## config.mk

```make
export PLATFORM = sky130hd
export DESIGN_NAME = decode_stage_reg
export DESIGN_NICKNAME = d
export VERILOG_FILES = /design/src/rtl/proc_decode_pkg.sv /design/src/rtl/vburst_seq.sv /design/src/rtl/decode_stage_reg.sv
export SDC_FILE = /design/constraint.sdc
export NUM_CORES = 1
export LEC_CHECK = 0
export ABC_AREA = 1
export BUFFER_PORTS_ARGS = -buffer_cell sky130_fd_sc_hd__buf_2
export CAP_MARGIN = 20
export CORE_MARGIN = 2
export CORE_UTILIZATION = 50
export CTS_BUF_LIST = sky130_fd_sc_hd__clkbuf_4
export CTS_CLUSTER_SIZE = 12
export DETAILED_ROUTE_END_ITERATION = 10
export PLACE_DENSITY_LB_ADDON = 0.3
export SETUP_SLACK_MARGIN = 0.1
export SLEW_MARGIN = 20
export SYNTH_ARGS = -nofsm -noshare
export SYNTH_HDL_FRONTEND = slang
export SYNTH_SLANG_ARGS = --single-unit
```

## constraint.sdc

```tcl
create_clock -name clk -period 4.1 [get_ports clk]
set_input_delay 0.82 -clock clk [delete_from_list [all_inputs] [get_ports clk]]
set_output_delay 0.82 -clock clk [all_outputs]
set_load 0.02 [all_outputs]
```

## src/rtl/proc_decode_pkg.sv

```systemverilog
// Shared decode definitions: instruction field positions, type/opcode encodings
// and the vector-burst sequencer state type.
package proc_decode_pkg;

  localparam int TYPE_HI = 31;
  localparam int TYPE_LO = 30;
  localparam int OP_HI   = 29;
  localparam int OP_LO   = 25;
  localparam int RD_HI   = 24;
  localparam int RD_LO   = 20;
  localparam int RS1_HI  = 19;
  localparam int RS1_LO  = 15;
  localparam int RS2_HI  = 14;
  localparam int RS2_LO  = 10;
  localparam int IMM_HI  = 14;
  localparam int IMM_LO  = 0;

  localparam logic [1:0] TYPE_MEM = 2'b00;
  localparam logic [1:0] TYPE_ALU = 2'b01;

  localparam logic [4:0] OP_NOP      = 5'b00101;
  localparam logic [4:0] OP_STALL_RD = 5'b00110;
  localparam logic [4:0] OP_STALL_WR = 5'b00111;

  // opcode[4:3] selectors marking a memory op as a vector load / store
  localparam logic [1:0] VEC_LD_SEL = 2'b10;
  localparam logic [1:0] VEC_ST_SEL = 2'b11;

  typedef enum logic {
    ST_IDLE   = 1'b0,
    ST_VBURST = 1'b1
  } vburst_state_e;

  function automatic logic is_vec_mem(input logic [1:0] itype, input logic [4:0] op);
    return (itype == TYPE_MEM) && ((op[4:3] == VEC_LD_SEL) || (op[4:3] == VEC_ST_SEL));
  endfunction

endpackage

```

## src/rtl/vburst_seq.sv

```systemverilog
// Vector-burst sequencer: IDLE/VBURST state register and beat counter.
//   state     | meaning
//   ST_IDLE   | presenting fetched instructions (or the last beat of a burst)
//   ST_VBURST | injecting beats; fetch is held
module vburst_seq
  import proc_decode_pkg::*;
#(
  parameter int VEC_LANES = 4
) (
  input  logic       clk,
  input  logic       rst,
  input  logic       stall_i,
  input  logic       flush_i,
  input  logic       start_i,
  output logic       in_burst_o,
  output logic [3:0] lane_o
);

  localparam logic [3:0] LAST_LANE = 4'(VEC_LANES - 1);

  vburst_state_e state_q, state_d;
  logic [3:0]    lane_q, lane_d;

  always_comb begin
    state_d = state_q;
    lane_d  = lane_q;
    if (flush_i) begin
      state_d = ST_IDLE;
      lane_d  = '0;
    end else if (!stall_i) begin
      case (state_q)
        ST_IDLE: begin
          lane_d = '0;
          if (start_i) state_d = ST_VBURST;
        end
        ST_VBURST: begin
          lane_d = lane_q + 4'd1;
          // leave on the edge that presents the final beat
          if ((lane_q + 4'd1) == LAST_LANE) state_d = ST_IDLE;
        end
        default: begin
          state_d = ST_IDLE;
          lane_d  = '0;
        end
      endcase
    end
  end

  always_ff @(posedge clk or posedge rst) begin
    if (rst) begin
      state_q <= ST_IDLE;
      lane_q  <= '0;
    end else begin
      state_q <= state_d;
      lane_q  <= lane_d;
    end
  end

  assign in_burst_o = (state_q == ST_VBURST);
  assign lane_o     = lane_q;

endmodule

```

## src/rtl/decode_stage_reg.sv

```systemverilog
// Decode pipeline register with field split and optional vector-memory beat
// injection (enabled by macro DECODE_VBURST_EN).
module decode_stage_reg
  import proc_decode_pkg::*;
#(
  parameter int VEC_LANES = 4,
  parameter int IW        = 32
) (
  input  logic          clk,
  input  logic          rst,
  input  logic [IW-1:0] instr_in,
  input  logic [31:0]   pc_in,
  input  logic          stall,
  input  logic          flush,
  output logic [1:0]    instruction_type,
  output logic [4:0]    opcode,
  output logic [4:0]    rd,
  output logic [4:0]    rs1,
  output logic [4:0]    rs2,
  output logic [14:0]   imm,
  output logic [31:0]   pc_out,
  output logic          valid_out,
  output logic [3:0]    lane_idx,
  output logic          fetch_hold
);

  logic [1:0]  type_q, type_d;
  logic [4:0]  op_q, op_d;
  logic [4:0]  rd_q, rd_d;
  logic [4:0]  rs1_q, rs1_d;
  logic [4:0]  rs2_q, rs2_d;
  logic [14:0] imm_q, imm_d;
  logic [31:0] pc_q, pc_d;
  logic        valid_q, valid_d;

  logic        in_burst;
  logic [4:0]  beat_op;

`ifdef DECODE_VBURST_EN
  logic        vec_start;
  logic        vec_store_q;

  assign vec_start = !flush && !stall && !in_burst &&
                     is_vec_mem(instr_in[TYPE_HI:TYPE_LO], instr_in[OP_HI:OP_LO]);

  always_ff @(posedge clk or posedge rst) begin
    if (rst)            vec_store_q <= 1'b0;
    else if (vec_start) vec_store_q <= (instr_in[OP_HI:OP_LO+3] == VEC_ST_SEL);
  end

  assign beat_op = vec_store_q ? OP_STALL_WR : OP_STALL_RD;

  vburst_seq #(
    .VEC_LANES (VEC_LANES)
  ) u_vburst_seq (
    .clk        (clk),
    .rst        (rst),
    .stall_i    (stall),
    .flush_i    (flush),
    .start_i    (vec_start),
    .in_burst_o (in_burst),
    .lane_o     (lane_idx)
  );

  assign fetch_hold = in_burst;
`else
  assign in_burst   = 1'b0;
  assign beat_op    = OP_STALL_RD;
  assign lane_idx   = '0;
  assign fetch_hold = 1'b0;
`endif

  always_comb begin
    type_d  = type_q;
    op_d    = op_q;
    rd_d    = rd_q;
    rs1_d   = rs1_q;
    rs2_d   = rs2_q;
    imm_d   = imm_q;
    pc_d    = pc_q;
    valid_d = valid_q;
    if (flush) begin
      type_d  = TYPE_ALU;
      op_d    = OP_NOP;
      rd_d    = '0;
      rs1_d   = '0;
      rs2_d   = '0;
      imm_d   = '0;
      pc_d    = '0;
      valid_d = 1'b0;
    end else if (!stall) begin
      if (in_burst) begin
        // injected beat keeps the original operands and PC
        type_d  = TYPE_ALU;
        op_d    = beat_op;
        valid_d = 1'b1;
      end else begin
        type_d  = instr_in[TYPE_HI:TYPE_LO];
        op_d    = instr_in[OP_HI:OP_LO];
        rd_d    = instr_in[RD_HI:RD_LO];
        rs1_d   = instr_in[RS1_HI:RS1_LO];
        rs2_d   = instr_in[RS2_HI:RS2_LO];
        imm_d   = instr_in[IMM_HI:IMM_LO];
        pc_d    = pc_in;
        valid_d = 1'b1;
      end
    end
  end

  always_ff @(posedge clk or posedge rst) begin
    if (rst) begin
      type_q  <= TYPE_ALU;
      op_q    <= OP_NOP;
      rd_q    <= '0;
      rs1_q   <= '0;
      rs2_q   <= '0;
      imm_q   <= '0;
      pc_q    <= '0;
      valid_q <= 1'b0;
    end else begin
      type_q  <= type_d;
      op_q    <= op_d;
      rd_q    <= rd_d;
      rs1_q   <= rs1_d;
      rs2_q   <= rs2_d;
      imm_q   <= imm_d;
      pc_q    <= pc_d;
      valid_q <= valid_d;
    end
  end

  assign instruction_type = type_q;
  assign opcode           = op_q;
  assign rd               = rd_q;
  assign rs1              = rs1_q;
  assign rs2              = rs2_q;
  assign imm              = imm_q;
  assign pc_out           = pc_q;
  assign valid_out        = valid_q;

endmodule
```

# Word-level counts from Yosys, hierarchy flattened
# Cells that the tools add are included.
# Widths: inputs -> output; s select.
[totals]
out_inout_bits = 75
elab_cells = 25
inputBits = 68
regBits = 70
[classes]
eq_ne = 1
mux = 16
[ops]
columns = ["operator", "count"]
rows = [
  ["$mux 32", 2],
  ["$mux 5", 8],
  ["$mux 15", 2],
  ["$mux 2", 2],
  ["$mux 1", 2],
  ["$ne 2x1->1 const B", 1],
]

# Depth between registers and ports, before layout
[depth]
word_depth = 2
mapped_depth = 5
depth_no_buf = 4

# Least setup slack after synthesis
# No wires, ideal clock.
[synth_path]
kind = "reg2out"
from = "reg rs2_q[0] (netlist: rs2[0])"
to = "out rs2[0]"
stages_incl_launch_ff = 2
path_buffers = 1
t_arrival_ps = 627
required_time_ps = 3280
slack_ps = 2653
path_cell_list = "dfrtp_1 -> buf_4"
[synth_lines]
columns = ["element", "line_no", "source"]
rows = [
  ["start: declaration", "decode_stage_reg.sv:31", "logic [4:0] rs2_q, rs2_d;"],
  ["start signal: assignment", "decode_stage_reg.sv:125", "rs2_q <= rs2_d;"],
  ["end: declaration", "decode_stage_reg.sv:19", "output logic [4:0] rs2,"],
]
# No word-level cell between the ends.

# Worst setup path in the final report
[layout_path]
from = "reg type_q[0] (netlist: instruction_type[0])"
to = "out instruction_type[0]"
[layout_lines]
columns = ["element", "line_no", "source"]
rows = [
  ["start: declaration", "decode_stage_reg.sv:27", "logic [1:0] type_q, type_d;"],
  ["start signal: assignment", "decode_stage_reg.sv:121", "type_q <= type_d;"],
  ["end: declaration", "decode_stage_reg.sv:15", "output logic [1:0] instruction_type,"],
]
# No word-level cell between the ends.

==> impl_metrics.toml <==
[logic_synthesis]
synth_flop_cell = "dfrtp_1"
synth_xor_area_share_pct = 0
yosysTopAreaCell = "dfrtp_1"
ys_ff_latch = 65
synth_area_sq_um = 2670
yosysMostFrequentCell = "nand2_1"
synthTopCellsByCount = "nand2_1 (133), nand3_1 (63), dfrtp_1 (62)"
synthAdderAreaFrac_pct = 0
synth-warning-count = 0
yosysUniqueCellTypes = 13
synth_compound_area_share_pct = 0
ys_seq_area_share_pct = 61.0
synth_cells = 302
synthTopCellsByArea = "dfrtp_1 (58%), nand2_1 (19%), nand3_1 (12%)"
synth_mux_area_share_pct = 0
synthArstFlopShare_pct = 100
synth_top_area_share_pct = 58.0
postSynthAreaPerCell_sq_um = 8.85
synth_edf_count = 0
synth_top_family_by_area = "simple AND/OR/NAND/NOR gates"
yosys.area_share.simple_pct = 31.0

[detailed_routing]
drc_errors = 0
vias = 2402
wl_microns = 6370
final_antenna_net_count = 0
wl_per_cell_microns = 12.7
drt_iter0_markers = 160
vias_per_cell = 4.78
drt_pre_antenna_iters = 5

[worst_setup_path]
critPathKind = "reg2out"
cpPeakStageDelay_ns = 0.54
cp-end-kind = "output pin"
regToRegStartpoint = "opcode[2]$_DFFE_PP1P_"
worstPathArrival_ns = 1.08
path_cells = "buf_2"
cp_slowest_cell = "dfstp_2"
worstPathMaxFanout = 2
regToRegSetupSlack_ns = 3.31
path_buf_inv = 1
required_ns = 3.28
cp-start-kind = "flop"
critPathLaunch = "instruction_type[0]$_DFFE_PP1P_"
critical_path.top_delay_family = "flip-flops"

[floorplan]
coreArea_sq_um = 5140
num_rows = 26
ios = 143
dieHeight_microns = 77.1
initial_core_util_pct = 52.0
die_width_microns = 77.1
die-area_sq_um = 5950

[timing]
hold_viol = 0
relSlewSlack_pct = 42.7
tns_ns = 0
setup_viol = 0
maxSlewViolCount = 0
worst_pin_slew_ns = 0.858
layout_min_cycle_time_ns = 1.90
finClkSkew_ns = 0
rsz0062_at_grt = "no"
finalCritPeriodShare_pct = 46.4
max_freq_ghz = 0.526

[cts]
post_cts_buffers = 0
ctsRootBufferMaster = "clkbuf_4"
cts_max_level = 3
path_clk_slew_ns = 0.10
numCtsBuffers = 9
cts.path.max_buffers = 2
ctsResizeCount = 0
cts_tree = "built"
numClockSinks = 65
clk-insertion-delay-late_ns = 0.38
holdBufCountCts = 0

[layout]
nFillCells = 444
drive_gt1_share_pct = 37.5
fin_nets = 495
antenna_cells_inserted = 0
fin_util_pct = 66.9
areaGrowthSynthToFinish_pct = 28.6

[global_route]
grt_pass1_wl_microns = 10400
grt_max_degree = 68
antenna_found_initial = 0
gr-total-overflow = 0
grt_pass1_vias = 2371
grtUsageTotal_pct = 22.2

[min_path]
holdCritPathClass = "in2async"

[power_and_ir_drop]
ir_worst_vdd_mv = 0.202
p_per_area_nw_per_um2 = 368
p_leak_nw = 2.15

[outcome]
status = "finished, final reports clean"

[job]
drv_cap = 0

[placed_design]
io_buffer_count = 137
routabilityCongestion = 0.746
hpwlAfterDp_microns = 4260
[metrics by stage]
stage | instances | total power, W | worst slack (ns) | hold WS (ns) | cell area (sq um)
after floorplan | 306 | 0.000841 | 1.66 | 0.516 | 2690
after global placement | 485 | 0.000917 | 1.84 | 0.474 | 3300
after detailed placement | 486 | 0.000924 | 1.96 | 0.488 | 3320
after CTS | 502 | 0.00128 | 2.17 | 0.456 | 3440
after global routing | 502 | 0.00133 | 2.14 | 0.461 | 3440
final | 502 | 0.00126 | 2.20 | 0.460 | 3440
[registers in the layout, summed over array words and instances (netlist names)]
register,flops
imm,11
instruction_type,2
pc_out,32
opcode,5
valid_out,1
rs1,5
rs2,4
rd,5
[final timing paths]
kind	endpoint	cells past startpoint
worst max-delay path	instruction_type[0]	1
worst min-delay path	imm[1]$_DFFE_PP0P_	2
worst max register to register	opcode[2]$_DFFE_PP1P_	4
worst min register to register	instruction_type[0]$_DFFE_PP1P_	2
max in group asynchronous	opcode[0]$_DFFE_PP1P_	3
min in group clk	instruction_type[0]$_DFFE_PP1P_	2
[layer usage]
metal  GRT usage [%]  vias to the layer above  routed length (microns)  part of all wire, %
met5               0                        -                        0                    0
met4            10.4                        0                       95                  1.5
met3            5.06                        9                      365                  5.7
met2            38.3                       91                     3270                   51
met1            26.2                     1112                     2640                   41
li1                -                     1190                        -                    -
[placed cells by master (no fill, tap or decap)]
| master | synthesis | layout |
|---|---|---|
| nand2_1 | 133 | 133 |
| buf_2 | 10 | 137 |
| buf_4 | 16 | 2 |
| nor2_1 | 2 | 2 |
| clkbuf_4 | 0 | 12 |
| dfstp_2 | 3 | 3 |
| buf_16 | 0 | 1 |
| conb_1 | 1 | 5 |
| inv_1 | 6 | 5 |
| dfrtp_1 | 62 | 62 |
| inv_2 | 1 | 1 |
| clkinvlp_4 | 0 | 1 |
| nor2_4 | 0 | 1 |
| nand3_1 | 63 | 63 |
| clkinv_2 | 0 | 4 |
[worst register-to-register path, stage by stage (launching register included)]
cell	delay [ns]
dfstp_2	0.54
inv_1	0.03
nand2_1	0.04
nand2_1	0.06
nand2_1	0.05
[cell type report]
cell class	count	area, sq um	area share, %
Clock buffer	12	90.1	2.62
Clock inverter	4	22.5	0.655
Inverter	7	27.5	0.801
Multi-Input combinational cell	204	852	24.8
Sequential cell	65	1630	47.4
Tap cell	70	87.6	2.55
Timing Repair Buffer	140	728	21.2
[power breakdown]
part | switching, W | leakage (nW) | total (W) | internal, W
logic | 0.000140 | 1.23 | 0.000211 | 0.0000707
registers | 0.0000192 | 0.855 | 0.000698 | 0.000679
clock network | 0.000213 | 0.0671 | 0.000356 | 0.000143
total | 0.000373 | 2.15 | 0.00126 | 0.000892
[cell families (layout without fill, tap and decap cells)]
| logic type | after synthesis | after routing |
|---|---|---|
| flops | 65 | 65 |
| buf+inv | 37 | 163 |
| simple gates | 199 | 199 |
| other cells | 1 | 5 |
(Power assumes the default switching activity.)
